--- config.mk ---
export PLATFORM = sky130hd
export DESIGN_NAME = axi_write_master
export DESIGN_NICKNAME = d
export VERILOG_FILES = /design/src/rtl/axi_write_master_pkg.sv /design/src/rtl/axi_write_master_wdata_fifo.sv /design/src/rtl/axi_write_master.sv
export SDC_FILE = /design/constraint.sdc
export NUM_CORES = 1
export LEC_CHECK = 0
export ABC_AREA = 1
export BUFFER_PORTS_ARGS = -buffer_cell sky130_fd_sc_hd__buf_2
export CAP_MARGIN = 10
export CORE_AREA = 2 2 202 124
export DETAILED_ROUTE_END_ITERATION = 8
export DIE_AREA = 0 0 204 126
export PLACE_DENSITY = 0.55
export SYNTH_ARGS = -nofsm -noshare
export SYNTH_HDL_FRONTEND = slang
export SYNTH_HIERARCHICAL = 1
export SYNTH_SLANG_ARGS = --single-unit
--- constraint.sdc ---
create_clock -name ACLK -period 3.1 [get_ports ACLK]
set_input_delay 0.62 -clock ACLK [delete_from_list [all_inputs] [get_ports ACLK]]
set_output_delay 0.62 -clock ACLK [all_outputs]
set_load 0.05 [all_outputs]
--- src/rtl/axi_write_master_pkg.sv ---
// Shared encodings for the AXI3 write master: FSM states, burst/response codes and the
// latched request record.
package axi_write_master_pkg;

  localparam logic [1:0] StIdle = 2'd0;
  localparam logic [1:0] StAddr = 2'd1;
  localparam logic [1:0] StData = 2'd2;
  localparam logic [1:0] StResp = 2'd3;

  localparam logic [1:0] BURST_FIXED = 2'b00;
  localparam logic [1:0] BURST_INCR  = 2'b01;
  localparam logic [1:0] BURST_WRAP  = 2'b10;

  localparam logic [1:0] OKAY   = 2'b00;
  localparam logic [1:0] SLVERR = 2'b10;

  localparam logic [2:0] AXI_SIZE_4B = 3'd2;

  typedef struct packed {
    logic [31:0] addr;
    logic [3:0]  id;
    logic [3:0]  len;
    logic [1:0]  burst;
  } wr_req_t;

  // The reserved 2'b11 encoding is never put on the bus; it is issued as INCR.
  function automatic logic [1:0] legal_burst(input logic [1:0] burst);
    logic [1:0] res;
    unique case (burst)
      BURST_FIXED: res = BURST_FIXED;
      BURST_WRAP:  res = BURST_WRAP;
      default:     res = BURST_INCR;
    endcase
    return res;
  endfunction

  function automatic logic [1:0] resp_for(input logic [3:0] bid, input logic [3:0] id,
                                          input logic [1:0] bresp);
    return (bid == id) ? bresp : SLVERR;
  endfunction

endpackage

--- src/rtl/axi_write_master_wdata_fifo.sv ---
// Synchronous write-data FIFO (strobe + data per entry) with full/empty flags.
// A push while full is dropped even if a pop happens in the same cycle.
module axi_wdata_fifo #(
  parameter int unsigned Width = 36,
  parameter int unsigned Depth = 4
) (
  input  logic             ACLK,
  input  logic             ARESETn,
  input  logic             push_i,
  input  logic [Width-1:0] wdata_i,
  input  logic             pop_i,
  output logic [Width-1:0] rdata_o,
  output logic             full_o,
  output logic             empty_o
);

  localparam int unsigned PtrW = (Depth > 1) ? $clog2(Depth) : 1;
  localparam logic [PtrW:0] DepthC = (PtrW + 1)'(Depth);

  logic [Width-1:0] mem_q [Depth];
  logic [PtrW-1:0]  wr_ptr_q, rd_ptr_q;
  logic [PtrW:0]    count_q;
  logic             push_en, pop_en;

  assign full_o  = (count_q == DepthC);
  assign empty_o = (count_q == '0);
  assign push_en = push_i && !full_o;
  assign pop_en  = pop_i && !empty_o;
  assign rdata_o = mem_q[rd_ptr_q];

  always_ff @(posedge ACLK) begin
    if (!ARESETn) begin
      wr_ptr_q <= '0;
      rd_ptr_q <= '0;
      count_q  <= '0;
    end else begin
      if (push_en) wr_ptr_q <= wr_ptr_q + 1'b1;
      if (pop_en)  rd_ptr_q <= rd_ptr_q + 1'b1;
      unique case ({push_en, pop_en})
        2'b10:   count_q <= count_q + 1'b1;
        2'b01:   count_q <= count_q - 1'b1;
        default: count_q <= count_q;
      endcase
    end
  end

  // Storage needs no reset: the head is only observed while the FIFO is non-empty.
  always_ff @(posedge ACLK) begin
    if (push_en) mem_q[wr_ptr_q] <= wdata_i;
  end

endmodule

--- src/rtl/axi_write_master.sv ---
// AXI3 write master: takes one device request plus buffered data beats, issues the AW
// burst, streams W beats from the FIFO, then consumes B and pulses done.
module axi_write_master
  import axi_write_master_pkg::*;
#(
  parameter int unsigned buswidth   = 32,
  parameter int unsigned FIFO_DEPTH = 4
) (
  input  logic                ACLK,
  input  logic                ARESETn,
  input  logic                req_valid,
  output logic                req_ready,
  input  logic [31:0]         req_addr,
  input  logic [3:0]          req_id,
  input  logic [3:0]          req_len,
  input  logic [1:0]          req_burst,
  input  logic [buswidth-1:0] wdata_in,
  input  logic [3:0]          wstrb_in,
  input  logic                wdata_valid,
  output logic                wdata_ready,
  output logic                done,
  output logic [1:0]          done_resp,
  output logic [3:0]          AWID,
  output logic [31:0]         AWADDR,
  output logic [3:0]          AWLEN,
  output logic [2:0]          AWSIZE,
  output logic [1:0]          AWBURST,
  output logic [1:0]          AWLOCK,
  output logic [3:0]          AWCACHE,
  output logic [2:0]          AWPROT,
  output logic                AWVALID,
  input  logic                AWREADY,
  output logic [3:0]          WID,
  output logic [buswidth-1:0] WDATA,
  output logic [3:0]          WSTRB,
  output logic                WLAST,
  output logic                WVALID,
  input  logic                WREADY,
  input  logic [3:0]          BID,
  input  logic [1:0]          BRESP,
  input  logic                BVALID,
  output logic                BREADY
);

  localparam int unsigned FifoW = buswidth + 4;

  logic [1:0]       state_q, state_d;
  wr_req_t          req_q;
  logic [3:0]       beat_cnt_q;
  logic             done_q;
  logic [1:0]       done_resp_q;

  logic             fifo_push, fifo_pop, fifo_full, fifo_empty;
  logic [FifoW-1:0] fifo_rdata;

  logic             req_hs, aw_hs, w_hs, b_hs;

  assign req_ready   = ARESETn && (state_q == StIdle);
  assign wdata_ready = ARESETn && !fifo_full;
  assign fifo_push   = wdata_valid && wdata_ready;
  assign fifo_pop    = w_hs;

  assign req_hs = req_valid && req_ready;
  assign aw_hs  = AWVALID && AWREADY;
  assign w_hs   = WVALID && WREADY;
  assign b_hs   = BVALID && BREADY;

  axi_wdata_fifo #(
    .Width (FifoW),
    .Depth (FIFO_DEPTH)
  ) u_wdata_fifo (
    .ACLK    (ACLK),
    .ARESETn (ARESETn),
    .push_i  (fifo_push),
    .wdata_i ({wstrb_in, wdata_in}),
    .pop_i   (fifo_pop),
    .rdata_o (fifo_rdata),
    .full_o  (fifo_full),
    .empty_o (fifo_empty)
  );

  always_comb begin
    state_d = state_q;
    case (state_q)
      StIdle:  if (req_hs) state_d = StAddr;
      StAddr:  if (aw_hs) state_d = StData;
      StData:  if (w_hs && WLAST) state_d = StResp;
      StResp:  if (b_hs) state_d = StIdle;
      default: state_d = StIdle;
    endcase
  end

  always_ff @(posedge ACLK) begin
    if (!ARESETn) begin
      state_q     <= StIdle;
      req_q       <= '0;
      beat_cnt_q  <= '0;
      done_q      <= 1'b0;
      done_resp_q <= OKAY;
    end else begin
      state_q <= state_d;
      done_q  <= b_hs;
      if (req_hs) begin
        req_q.addr  <= req_addr;
        req_q.id    <= req_id;
        req_q.len   <= req_len;
        req_q.burst <= legal_burst(req_burst);
        beat_cnt_q  <= '0;
      end else if (w_hs) begin
        beat_cnt_q <= beat_cnt_q + 4'd1;
      end
      if (b_hs) done_resp_q <= resp_for(BID, req_q.id, BRESP);
    end
  end

  // Address channel: fields come straight from the latched request, so they stay
  // stable for as long as AWVALID is held.
  assign AWVALID = (state_q == StAddr);
  assign AWID    = req_q.id;
  assign AWADDR  = req_q.addr;
  assign AWLEN   = req_q.len;
  assign AWBURST = req_q.burst;
  assign AWSIZE  = AWVALID ? AXI_SIZE_4B : 3'd0;
  assign AWLOCK  = 2'b00;
  assign AWCACHE = 4'b0000;
  assign AWPROT  = 3'b000;

  // Data channel: the FIFO head only moves on a handshake, which keeps a stalled beat stable.
  assign WVALID = (state_q == StData) && !fifo_empty;
  assign WID    = req_q.id;
  assign WDATA  = WVALID ? fifo_rdata[buswidth-1:0] : '0;
  assign WSTRB  = WVALID ? fifo_rdata[FifoW-1:buswidth] : 4'b0000;
  assign WLAST  = WVALID && (beat_cnt_q == req_q.len);

  assign BREADY    = (state_q == StResp);
  assign done      = done_q;
  assign done_resp = done_resp_q;

endmodule
-- Word level (Yosys, flattened, before mapping)
Memory sizes are Yosys's and may differ from the RTL's. A register that Yosys moved wholly into a read port is not among the register bits.
Index checks and enable logic that the tools add are counted.
- bits in registers: 58
- memory bits (writable): 144
- bits of input ports: 91
- output and inout port bits: 103
- word-level logic and storage cells: 66
- memories kept: 1
- memories (name ; depth ; width ; rd ports ; clocked after Yosys merged registers in ; write ports ; line ; RTL):
    u_wdata_fifo.mem_q ; 4 ; 36 ; 1 ; 1 ; 1 ; axi_write_master_wdata_fifo.sv:20 ; logic [Width-1:0] mem_q [Depth];
- add/subtract/negate cells: 5
- equal/unequal tests: 13
- multiplexer cells: 15
- bitwise logic cells: 1
- reductions and logical operators: 20
- operators with widths (cell ; number):
    $mux 32 ; 1
    $mux 2 ; 8
    $logic_and 1x1->1 ; 12
    $eq 2x2->1 const B ; 4
    $eq 4x4->1 ; 2
    $pmux 2 s4 ; 1
    $pmux 3 s2 ; 1
    $add 2x1->2 const B ; 2
    $add 4x1->4 const B ; 1
    $eq 2x1->1 const B ; 2
    $logic_not 2->1 ; 2
    $mux 4 ; 1
    $ne 2x1->1 const B ; 2
    $ne 2x2->1 const B ; 2
    $pmux 2 s2 ; 1
    $reduce_and 4->1 ; 1
    $add 3x1->3 const B ; 1
    $eq 3x3->1 const B ; 1
    $logic_not 3->1 ; 1
    $sub 3x1->3 const B ; 1
    $logic_not 1->1 ; 2
    $mux 1 ; 2
    $reduce_bool 2->1 ; 1
    $reduce_or 2->1 ; 1
    $not 1->1 ; 1

-- Logic depth before layout (Yosys ltp)
Gate-level depths: netlist of the first run.
- depth in word-level cells: 7
- gate-level depth with buffers: 17
- gate-level depth less buffers: 17

-- Cells and area by module
Netlist of the first run, hierarchy kept.
- modules (own cells, without submodules) (module ; instances ; cells an instance ; area an instance (um^2) ; sequential area each (um^2)):
    axi_wdata_fifo ; 1 ; 418 ; 5866.9 ; 4504.3
    axi_write_master ; 1 ; 287 ; 2378.5 ; 1021.0

-- Least setup slack after synthesis of the first run
No wires, ideal clock.
- path kind: input-to-reg
- start: input port ARESETn
- end: memory u_wdata_fifo.mem_q[0][0], enable pin
- arrival: 2.775 ns
- setup slack: -0.104 ns
- stages: 4
- path buffers: 0
- path through: inv_2 > nor3b_1 > nand2_4 > nor2_1
- cells in the longest elaborated chain, start to end: 5
- RTL lines (what ; line ; RTL):
    start, declared ; axi_write_master.sv:10 ; input logic ARESETn,
    $logic_and 1x1->1 ; axi_write_master.sv:59 ; assign wdata_ready = ARESETn && !fifo_full;
    $logic_and 1x1->1 ; axi_write_master.sv:60 ; assign fifo_push = wdata_valid && wdata_ready;
    via fifo_push ; axi_write_master.sv:53 ; logic fifo_push, fifo_pop, fifo_full, fifo_empty;
    $logic_and 1x1->1 ; axi_write_master_wdata_fifo.sv:27 ; assign push_en = push_i && !full_o;
    $mux 1 ; axi_write_master_wdata_fifo.sv:49 ; if (push_en) mem_q[wr_ptr_q] <= wdata_i;
    $mux 1 (implied by the code) ; axi_write_master_wdata_fifo.sv:49 ;
    end, declared ; axi_write_master_wdata_fifo.sv:20 ;
The timed path passes the listed nets, and every way through them passes these cells.

==> summary.txt, run 1 <==
Run status
  – Status: complete, no violations

Detailed routing
  – Final Routed Wirelength: 18410 um
  – Post-route ant nets: 0
  – Vias: 5541
  – Via density: 4.557
  – DRT Pass-1 Iters: 5
  – Drt first-iter violations: 343
  – Wirelength per Cell: 15.14 um
  – # DRC: 0

Worst setup path
  – Reg2reg path depth: 17
  – Setup Crit Path Kind: reg -> out
  – Flop2flop setup slack: 690 ps
  – CP top delay family: buffers and inverters
  – Worst Setup End Kind: output pin
  – Crit-path max FO: 36
  – Reg-to-reg endpoint: u_wdata_fifo/count_q[2]
  – CP Cell Sequence: buf_6 -> o21ai_1 -> o22ai_1 -> inv_1 -> nor2_1 -> buf_2
  – Crit path DAT: 2230 ps
  – CP bufs+invs: 3
  – Required time of the critical path: roughly 2500 ps
  – Worst setup SP type: register
  – CP max-delay cell: dfxtp_2
  – Worst path max stage delay: 630 ps
  – Beginning of the worst register-to-register path: state_q[0]

Timing
  – Worst Tran Pin Value: slightly below 600 ps
  – Max_slew headroom: between 60 and 70%
  – Fmax: approximately 350 MHz
  – Fin worst setup slack: 248.0 ps
  – Max-slew violation count: 0
  – RSZ-0062 raised after global routing: false
  – Final hold vios: 0
  – Setup Skew: slightly above 9 ps
  – Fin crit period: 2852 ps
  – Final setup vio count: 0
  – Period utilization: 92.00%

Final layout
  – Share of layout cells above drive strength 1: 27.29%
  – Area delta synth->final: 20.99%
  – Register Area: 0.005528 mm^2
  – Area occupied by multi-input gates: 0.002091 mm^2
  – Fin cells: about 1200
  – Fill cells: ~2300
  – Diode count: 0
  – Nets: 982

Floorplan
  – Io pins: slightly below 200
  – Die Ht: ~130 um
  – Starting Density: between 30% and 40%
  – Num rows: 44
  – Placeable Area: 0.02389 mm^2
  – Width of the die: 204 um
  – Die area: 0.02570 mm^2

Flow run
  – Max-Cap Viols: 0

Place
  – Post-Place Cells: 1179
  – Final GP Congestion: 0.7535
  – DP Worst Slack: 447.8 ps
  – Number of port buffers: 182
  – Detailed placement HPWL: 11430 um

Hold path
  – Hold depth: 3
  – Hold EP: AWLEN[1]
  – Hold WC Path Type: in -> reg
  – HP Start: req_len[1]

GRT
  – Vias in the first global route: 5203
  – Busiest layer in global routing: met2
  – Largest net degree at the start of global routing: 73
  – Met2 Use GR: 21.21%
  – Met3 GRT Util: under 10%
  – First-pass GRT wire length: 28750 um
  – Total GRT Usage: 14.10%
  – Met1 usage: 20.91%
  – Initial antenna violation count: 1
  – Total gr overflow: 0

Clocking
  – Clock Latency Late Sink: 500 ps
  – CTS sink count: 204
  – Clock transition at path regs: roughly 60 ps
  – H-tree depth: 1
  – TritonCTS clock tree: built
  – CTS Buf Count: 21
  – Postcts setup bufs: 0
  – Bufs on Longest Clock Path: 3
  – Clock Root Buffer: clkbuf_16

Yosys
  – Top post-synthesis cells by count: edfxtp_1, nor2_1, inv_1
  – Synth async-reset ratio: 0%
  – Most numerous cell in the Yosys netlist: edfxtp_1
  – Cell taking the most area after synthesis: edfxtp_1
  – Cell Area, Synth: 0.008245 mm^2
  – Cell variety after synth: 37
  – Number of synthesized register bits: between 200 and 250
  – Synth top area cells: edfxtp_1, dfxtp_1, nor2_1, a22o_1, o21ai_1
  – Number of synthesized flops with an enable pin: 144
  – Syn. warnings: 6
  – Syn Inst Count: 705
  – Post-synth top area share: 52.44%
  – Synth Flop Type: edfxtp_1
  – Mean Syn Cell Area: 11.70 um^2
  – Seq/Total Area, Yosys: 67.01%

Power and ir drop
  – Gate power share: 21.2%
  – Seq pwr share: 46.1%
  – Switch Pwr: 2180 uW
  – Total power: 6884 uW
  – Static Leakage: about 0.0042 uW
  – P_int: approximately 4700 uW
  – PD cells: 690.0 mW/mm^2
  – Clk pwr share: between 30% and 40%
  – Switching Share: 31.67%
  – Peak VDD IR: 362.7 uV
-- power groups by stage --
stage	logic, uW	clock network [uW]	registers, uW
4_1_cts	1470	2330	3170
2_1_floorplan	802	0	3580
3_5_place_dp	1470	0	3220
3_3_place_gp	1480	0	3230
5_1_grt	1570	2430	3190
6_report	1460	2250	3170
-- metal layers --
metal,share of wire (%),wire length [um]
met5,0.071,13
met4,1.7,307
met3,5.7,1042
met2,43,7934
met1,49,9107
-- worst max-delay path by stage --
stage / startpoint / end / depth (start not counted)
5_1_grt: register / WDATA[26] / 6
4_1_cts: register / WDATA[28] / 6
3_5_place_dp: ARESETn / u_wdata_fifo/count_q[1] / 8
2_1_floorplan: ARESETn / u_wdata_fifo/mem_q[0][0] / 4
3_3_place_gp: ARESETn / u_wdata_fifo/count_q[2] / 12
6_report: register / WDATA[28] / 6
-- per-stage QoR --
| stage | util [%] | instance area (um^2) | setup TNS [ps] | hold slack, ps |
|---|---|---|---|---|
| detailed placement | 39.20 | 9366 | 0 | 451.0 |
| finish | 41.75 | 9976 | 0 | 329.6 |
| global route | 41.75 | 9976 | 0 | 319.9 |
| floorplan | - | 8283 | -14960 | 462.5 |
| CTS | 41.72 | 9968 | 0 | 299.7 |
| global placement | 39.20 | 9366 | 0 | 452.7 |
-- tightest hold or removal path: cells and delay by family --
kind,cells,cell delay [ps]
compound gates,1,50
simple gates,1,40
buf+inv,1,80
-- layout make-up --
cell class	count	share of cell area, %
clock buffers	28	5.531
well taps	322	4.039
flip-flops and latches	204	55.41
repair buffers	191	10.35
inverters	82	3.211
multi-input cells	380	20.96
clock inverters	9	0.5017
-- cells by family (layout without fill, tap and decap cells) --
family          Yosys count  count (layout)  share of synthesized area, %
xor+xnor                  5               5                        0.5311
compound gates          170             170                         12.78
other cells               1              11                       0.04548
fa+ha+maj                11              11                         1.760
buf+inv                 131             310                         8.452
flops                   204             204                         67.01
simple gates            183             183                         9.423
-- registers in the layout (all words and copies together) (netlist names), 3 cells and up, named ones only --
name / flops
u_wdata_fifo/mem_q: 144
AWADDR: 32
AWID: 4
AWLEN: 4
beat_cnt_q: 4
u_wdata_fifo/count_q: 3
-- layout by cell type, fill, tap and decap left out, types with 10 or more instances in the layout --
cell type  Yosys  routed
buf_2          9     182
nand2_1       33      33
o21ai_1       60      60
ha_1          10      10
a22o_1        37      37
edfxtp_1     144     144
clkbuf_16      0      21
inv_1         73      73
a21oi_1       11      11
nor2_1       129     125
o22ai_1       36      36
dfxtp_1       60      58
o21ai_0       21      21
conb_1         1      11
-- what timing repair did --
action                                  4_1_cts  5_1_grt
hold buffers                                  0        0
endpoints found under the setup margin        0        5
gates resized for setup                       0        3
Note: power is estimated with default switching activity, not from simulation.
==> inputs of run 2 (changes only) <==
- CORE_AREA: 2 2 202 124 -> 2 2 189 117
- DIE_AREA: 0 0 204 126 -> 0 0 191 119
- GPL_TIMING_DRIVEN: unset -> 1
- PLACE_DENSITY: 0.55 -> 0.61
==> run 2 against run 1 <==
  * Power increased by 2.8%
  * Utilization increased by 5.2 points
  * Combinational power about the same
  * Die area decreased by 12%
  * Fmax increased by 3.6%
  * Flip-flop and latch count unchanged
  * Count of clock-buffer cells in the layout decreased by 1
==> summary.txt, run 2 (synthesis gave the netlist of run 1 again) <==
Timing
  – Worst Tran Pin Value: 620.8 ps (was 580.5 ps)
  – Period utilization: 88.80% (was 92.00%)
  – Fin worst setup slack: 347.3 ps (was 248.0 ps)
  – Max-slew violation count: 0 (unchanged)
  – Hold_ws: 340.7 ps (was 329.6 ps)
  – RSZ-0062 raised after global routing: false (unchanged)
  – Final setup vio count: 0 (unchanged)
  – Setup Skew: 9.078 ps (was 9.216 ps)
  – Final hold vios: 0 (unchanged)
  – Max_slew headroom: 58.61% (was 61.30%)
  – Fin crit period: 2753 ps (was 2852 ps)
  – Fmax: 363.3 MHz (was 350.6 MHz)

Place
  – DP Worst Slack: 459.0 ps (was 447.8 ps)
  – Final GP Congestion: 0.7609 (was 0.7535)
  – Number of port buffers: 182 (unchanged)
  – Post-Place Cells: 1143 (was 1179)
  – Detailed placement HPWL: 11000 um (was 11430 um)

Clocking
  – Postcts setup bufs: 0 (unchanged)
  – CTS sink count: 204 (unchanged)
  – H-tree depth: 1 (unchanged)
  – Bufs on Longest Clock Path: 3 (unchanged)
  – CTS Buf Count: 20 (was 21)
  – Clock Latency Late Sink: 490 ps (was 500 ps)
  – Clock Root Buffer: clkbuf_16 (unchanged)
  – Hold_buf cts: 0 (unchanged)
  – Post_cts resized: 0 (unchanged)
  – TritonCTS clock tree: built (unchanged)
  – Clock transition at path regs: 60 ps (about the same)

Power and ir drop
  – Static Leakage: 0.004251 uW (was 0.004209 uW)
  – PD cells: 708.5 mW/mm^2 (was 690.0 mW/mm^2)
  – Peak VDD IR: 397.5 uV (was 362.7 uV)

Detailed routing
  – Post-route ant nets: 0 (unchanged)
  – Vias: 5551 (was 5541)
  – Wirelength per Cell: 15.21 um (was 15.14 um)
  – DRT Pass-1 Iters: 4 (was 5)
  – Final Routed Wirelength: 17930 um (was 18410 um)
  – Via density: 4.708 (was 4.557)
  – Drt first-iter violations: 378 (was 343)
  – # DRC: 0 (unchanged)

Hold path
  – Hold depth: 3 (unchanged)
  – Hold WC Path Type: in -> reg (unchanged)

Worst setup path
  – Crit-path max FO: 72 (was 36)
  – Worst setup SP type: register (unchanged)
  – Crit path DAT: 2130 ps (was 2230 ps)
  – Setup Crit Path Kind: reg -> out (unchanged)
  – Required time of the critical path: 2480 ps (about the same)
  – Worst Setup End Kind: output pin (unchanged)
  – Reg2reg path depth: 17 (unchanged)

Final layout
  – Area delta synth->final: 21.17% (was 20.99%)
  – Commonest cells after routing, fill and taps aside: buf_2, edfxtp_1, nor2_1, inv_1, o21ai_1 (unchanged)
  – Top reg by flops: u_wdata_fifo/mem_q (unchanged)
  – Share of layout cells above drive strength 1: 27.55% (was 27.29%)
  – Fin cells: 1179 (was 1216)
  – Largest register FFs: 144 (unchanged)
  – Nets: 981 (was 982)
  – Diode count: 0 (unchanged)
  – Commonest non-fill, non-tap cell in the layout: buf_2 (unchanged)

Floorplan
  – Io pins: 194 (unchanged)
  – Die area: 0.02273 mm^2 (was 0.02570 mm^2)
  – Starting Density: 38.74% (was 34.51%)
  – Placeable Area: 0.02128 mm^2 (was 0.02389 mm^2)
  – Num rows: 42 (was 44)
  – Width of the die: 191 um (was 204 um)
  – Die Ht: 119 um (was 126 um)

GRT
  – Largest net degree at the start of global routing: 73 (unchanged)
  – First-pass GRT wire length: 28090 um (was 28750 um)
  – Vias in the first global route: 5229 (was 5203)
  – Total gr overflow: 0 (unchanged)
  – Total GRT Usage: 15.74% (was 14.10%)
  – Initial antenna violation count: 0 (was 1)

Run status
  – Status: complete, no violations (unchanged)

Flow run
  – Max-Cap Viols: 0 (unchanged)
## run 2: worst paths after layout
| kind | from | end | slack, ps |
|---|---|---|---|
| max | register | WDATA[23] | 350 |
| max reg2reg | state_q[0] | u_wdata_fifo/count_q[2] | 660 |
| min | req_len[1] | AWLEN[1] | 340 |
| min reg2reg | AWADDR[4] | AWADDR[4] | 470 |
## run 2: layer usage
metal / global-route usage [%] / up-vias / routed length [um]
li1: - / 2771 / -
met1: 23.24 / 2626 / 9011
met2: 23.39 / 130 / 7556
met3: 3.861 / 24 / 1052
met4: 3.343 / 0 / 310
met5: 0 / - / 0
## run 2: worst max-delay path, cell delays in order (launching register included)
cell and delay, ps:
dfxtp_2 350, inv_6 380, nor2_1 100, o22ai_1 190, inv_1 60, nor2_1 160
buf_2 300
## run 2: through the flow
| stage | total power, uW | cell area [um^2] | setup TNS, ps | util [%] |
|---|---|---|---|---|
| after floorplan | 4377 | 8283 | -14960 | - |
| after global placement | 4696 | 9321 | 0 | 43.80 |
| after detailed placement | 4693 | 9321 | 0 | 43.80 |
| after CTS | 7153 | 9991 | 0 | 46.94 |
| after global routing | 7376 | 9991 | 0 | 46.94 |
| final | 7079 | 9991 | 0 | 46.94 |
## run 2: cell type report
class | count | area (um^2)
multi-input combinational | 380 | 2091
clock buffer | 27 | 578.1
inverter | 82 | 317.8
clock inverter | 9 | 91.34
fill | 1972 | 11290
sequential | 204 | 5527
tap | 286 | 357.8
timing repair buffer | 191 | 1028
## run 2: power breakdown
part | switching, uW | leakage [uW] | internal (uW)
Sequential | 88.9 | 0.00180 | 3080
Clock | 973 | 0.000334 | 1470
Combinational | 1100 | 0.00212 | 368
==> inputs of run 3 (changes only) <==
- ABC_AREA: 1 -> unset
- CORE_AREA: 2 2 189 117 -> 2 2 187 116
- DIE_AREA: 0 0 191 119 -> 0 0 189 118
==> run 3 against run 2 <==
  * Clock skew up 0.50 ps
  * Setup slack got worse by 94 ps
  * Flip-flop and latch count stayed put
  * Sequential power is essentially flat
  * Critical path type unchanged
  * Critical endpoint is now WDATA[11]
  * Highest routed layer is now met5
==> summary.txt, run 3 <==
Clocking
  – TritonCTS clock tree: built (unchanged)
  – Clock Root Buffer: clkbuf_16 (unchanged)
  – CTS sink count: 204 (unchanged)
  – Bufs on Longest Clock Path: 3 (unchanged)
  – CTS Buf Count: 22 (was 20)
  – Postcts setup bufs: 0 (unchanged)
  – H-tree depth: 1 (unchanged)
  – Clock transition at path regs: 60 ps (about the same)
  – Hold_buf cts: 0 (unchanged)
  – Clock Latency Late Sink: 490 ps (about the same)
  – Post_cts resized: 0 (unchanged)

Timing
  – Setup TNS: 0 ps (unchanged)
  – Period utilization: 91.82% (was 88.80%)
  – Fin crit period: 2846 ps (was 2753 ps)
  – RSZ-0062 raised after global routing: false (unchanged)
  – Hold_ws: 318.6 ps (was 340.7 ps)
  – Worst Tran Pin Value: 568.1 ps (was 620.8 ps)
  – Max-slew violation count: 0 (unchanged)
  – Max_slew headroom: 62.12% (was 58.61%)
  – Final hold vios: 0 (unchanged)
  – Fmax: 351.3 MHz (was 363.3 MHz)
  – Setup Skew: 9.580 ps (was 9.078 ps)
  – Final setup vio count: 0 (unchanged)

Detailed routing
  – Post-route ant nets: 0 (unchanged)
  – Via density: 4.732 (was 4.708)
  – Final Routed Wirelength: 17050 um (was 17930 um)
  – # DRC: 0 (unchanged)
  – Drt first-iter violations: 276 (was 378)
  – DRT Pass-1 Iters: 4 (unchanged)
  – Wirelength per Cell: 16.58 um (was 15.21 um)
  – Vias: 4864 (was 5551)

Place
  – Detailed placement HPWL: 11370 um (was 11000 um)
  – Final GP Congestion: 0.8106 (was 0.7609)
  – Number of port buffers: 182 (unchanged)

Hold path
  – Hold WC Path Type: in -> reg (unchanged)

Final layout
  – Commonest non-fill, non-tap cell in the layout: buf_2 (unchanged)
  – Area delta synth->final: 23.82% (was 21.17%)
  – Commonest cells after routing, fill and taps aside: buf_2, edfxtp_1, nand2_1, dfxtp_1, o21ai_0 (was buf_2, edfxtp_1, nor2_1, inv_1, o21ai_1)
  – Largest register FFs: 144 (unchanged)
  – Post-layout util: 48.66% (was 46.94%)
  – Top reg by flops: u_wdata_fifo/mem_q (unchanged)
  – Nets: 835 (was 981)
  – Share of layout cells above drive strength 1: 36.90% (was 27.55%)

Yosys
  – Mux share of post-synthesis cell area: 10.40% (was 0%)
  – Top post-synthesis cells by count: edfxtp_1, nand2_1, dfxtp_1 (was edfxtp_1, nor2_1, inv_1)
  – Synth async-reset ratio: 0% (unchanged)
  – Post-synthesis xor/xnor area fraction: 1.408% (was 0.5311%)
  – Cell variety after synth: 42 (was 37)
  – Synth Area in Simple Gates: 9.950% (was 9.423%)
  – Post-synth top area share: 53.48% (was 52.44%)
  – Mean Syn Cell Area: 14.78 um^2 (was 11.70 um^2)
  – Largest family of logic cells by synthesized area: multiplexers (was compound AO/OA/AOI/OAI gates)
  – Post-synthesis adder-cell area fraction: 1.795% (was 1.760%)
  – Cell taking the most area after synthesis: edfxtp_1 (unchanged)
  – Seq/Total Area, Yosys: 68.34% (was 67.01%)
  – Synth top area cells: edfxtp_1, dfxtp_1, mux4_2, nand2_1, and2_1 (was edfxtp_1, dfxtp_1, nor2_1, a22o_1, o21ai_1)
  – Most numerous cell in the Yosys netlist: edfxtp_1 (unchanged)
  – Syn. warnings: 6 (unchanged)
  – Cell Area, Synth: 0.008085 mm^2 (was 0.008245 mm^2)
  – Compound-gate portion of the synthesized area: 3.900% (was 12.78%)
  – Synth Flop Type: edfxtp_1 (unchanged)
  – Syn Inst Count: 547 (was 705)
  – Number of synthesized flops with an enable pin: 144 (unchanged)
  – Number of synthesized register bits: 204 (unchanged)

Floorplan
  – Starting Density: 39.30% (was 38.74%)
  – Io pins: 194 (unchanged)
  – Width of the die: 189 um (was 191 um)
  – Num rows: 41 (was 42)
  – Placeable Area: 0.02057 mm^2 (was 0.02128 mm^2)
  – Die area: 0.02230 mm^2 (was 0.02273 mm^2)
  – Die Ht: 118 um (was 119 um)

Power and ir drop
  – Seq pwr share: 44.5% (was 44.8%)
  – P_int: 5105 uW (was 4921 uW)
  – Static Leakage: 0.003865 uW (was 0.004251 uW)
  – PD cells: 713.1 mW/mm^2 (was 708.5 mW/mm^2)
  – Switching Share: 28.49% (was 30.48%)
  – Peak VDD IR: 422.6 uV (was 397.5 uV)
  – Total power: 7139 uW (was 7079 uW)
  – Clk pwr share: 37.6% (was 34.5%)
  – Gate power share: 17.9% (was 20.7%)
  – Switch Pwr: 2034 uW (was 2157 uW)

GRT
  – Total GRT Usage: 15.28% (was 15.74%)
  – First-pass GRT wire length: 26830 um (was 28090 um)
  – Total gr overflow: 0 (unchanged)
  – Initial antenna violation count: 1 (was 0)
  – Vias in the first global route: 5073 (was 5229)
  – Largest net degree at the start of global routing: 83 (was 73)

Worst setup path
  – Required time of the critical path: 2480 ps (about the same)
  – Flop2flop setup slack: 500 ps (was 660 ps)
  – Crit-path max FO: 37 (was 72)
  – Worst setup SP type: register (unchanged)
  – Worst Setup End Kind: output pin (unchanged)
  – Crit path DAT: 2230 ps (was 2130 ps)
  – Setup Crit Path Kind: reg -> out (unchanged)

Flow run
  – Max-Cap Viols: 0 (unchanged)

Run status
  – Status: complete, no violations (unchanged)
[run 3: path summary, 6_finish.rpt]
check	startpoint	end	cells past startpoint
max reg2reg	state_q[0]	u_wdata_fifo/count_q[2]	11
min	req_addr[2]	AWADDR[2]	3
max	state_q[0]	WDATA[11]	6
min reg2reg	AWADDR[17]	AWADDR[17]	2
[run 3: cell type report]
cell class	instances	area [um^2]
flip-flops and latches	204	5528
clock inverters	10	151.4
multi-input cells	298	2275
fillers	1821	10560
diodes	1	2.502
repair buffers	196	1066
inverters	11	41.29
well taps	279	349.1
clock buffers	29	598.1
[run 3: cell families (layout without fill, tap and decap cells)]
group                      after synthesis  after routing
DFF                                    204            204
and+or+nand+nor                        167            167
AOI/OAI and AO/OA                       57             57
buffers and inverters                   55            246
muxes                                   39             39
xor gates and xnor gates                13             13
adders and majority gates               11             11
other                                    1             12
[run 3: worst max-delay path, cell delays in order (launching register included)]
cell and delay (ps):
dfxtp_1 340, inv_1 90, ha_1 290, nor2b_4 180
buf_4 350, and2_1 210, buf_2 270
[run 3: through the flow]
stage | worst slack [ps] | std cells | area [um^2]
2_1_floorplan | 82.96 | 557 | 8128
3_3_place_gp | 550.4 | 988 | 9259
3_5_place_dp | 467.5 | 988 | 9259
4_1_cts | 177.1 | 1027 | 10010
5_1_grt | 88.77 | 1027 | 10010
6_report | 253.5 | 1028 | 10010
[run 3: routing by layer]
metal  GRT usage (%)  vias up  routed length [um]  share of wire, %
li1                -     2315                   -                 -
met1           20.83     2407                7767                46
met2           24.86      110                8077                47
met3           3.339       30                 863               5.1
met4           3.955        2                 324               1.9
met5               0        -                  13             0.076
[run 3: power by group through the flow]
| stage | sequential (uW) | combinational, uW | clock, uW |
|---|---|---|---|
| global placement | 3220 | 1260 | 0 |
| finish | 3180 | 1270 | 2690 |
| floorplan | 3590 | 597 | 0 |
| detailed placement | 3230 | 1280 | 0 |
| CTS | 3180 | 1280 | 2770 |
| global route | 3190 | 1350 | 2890 |
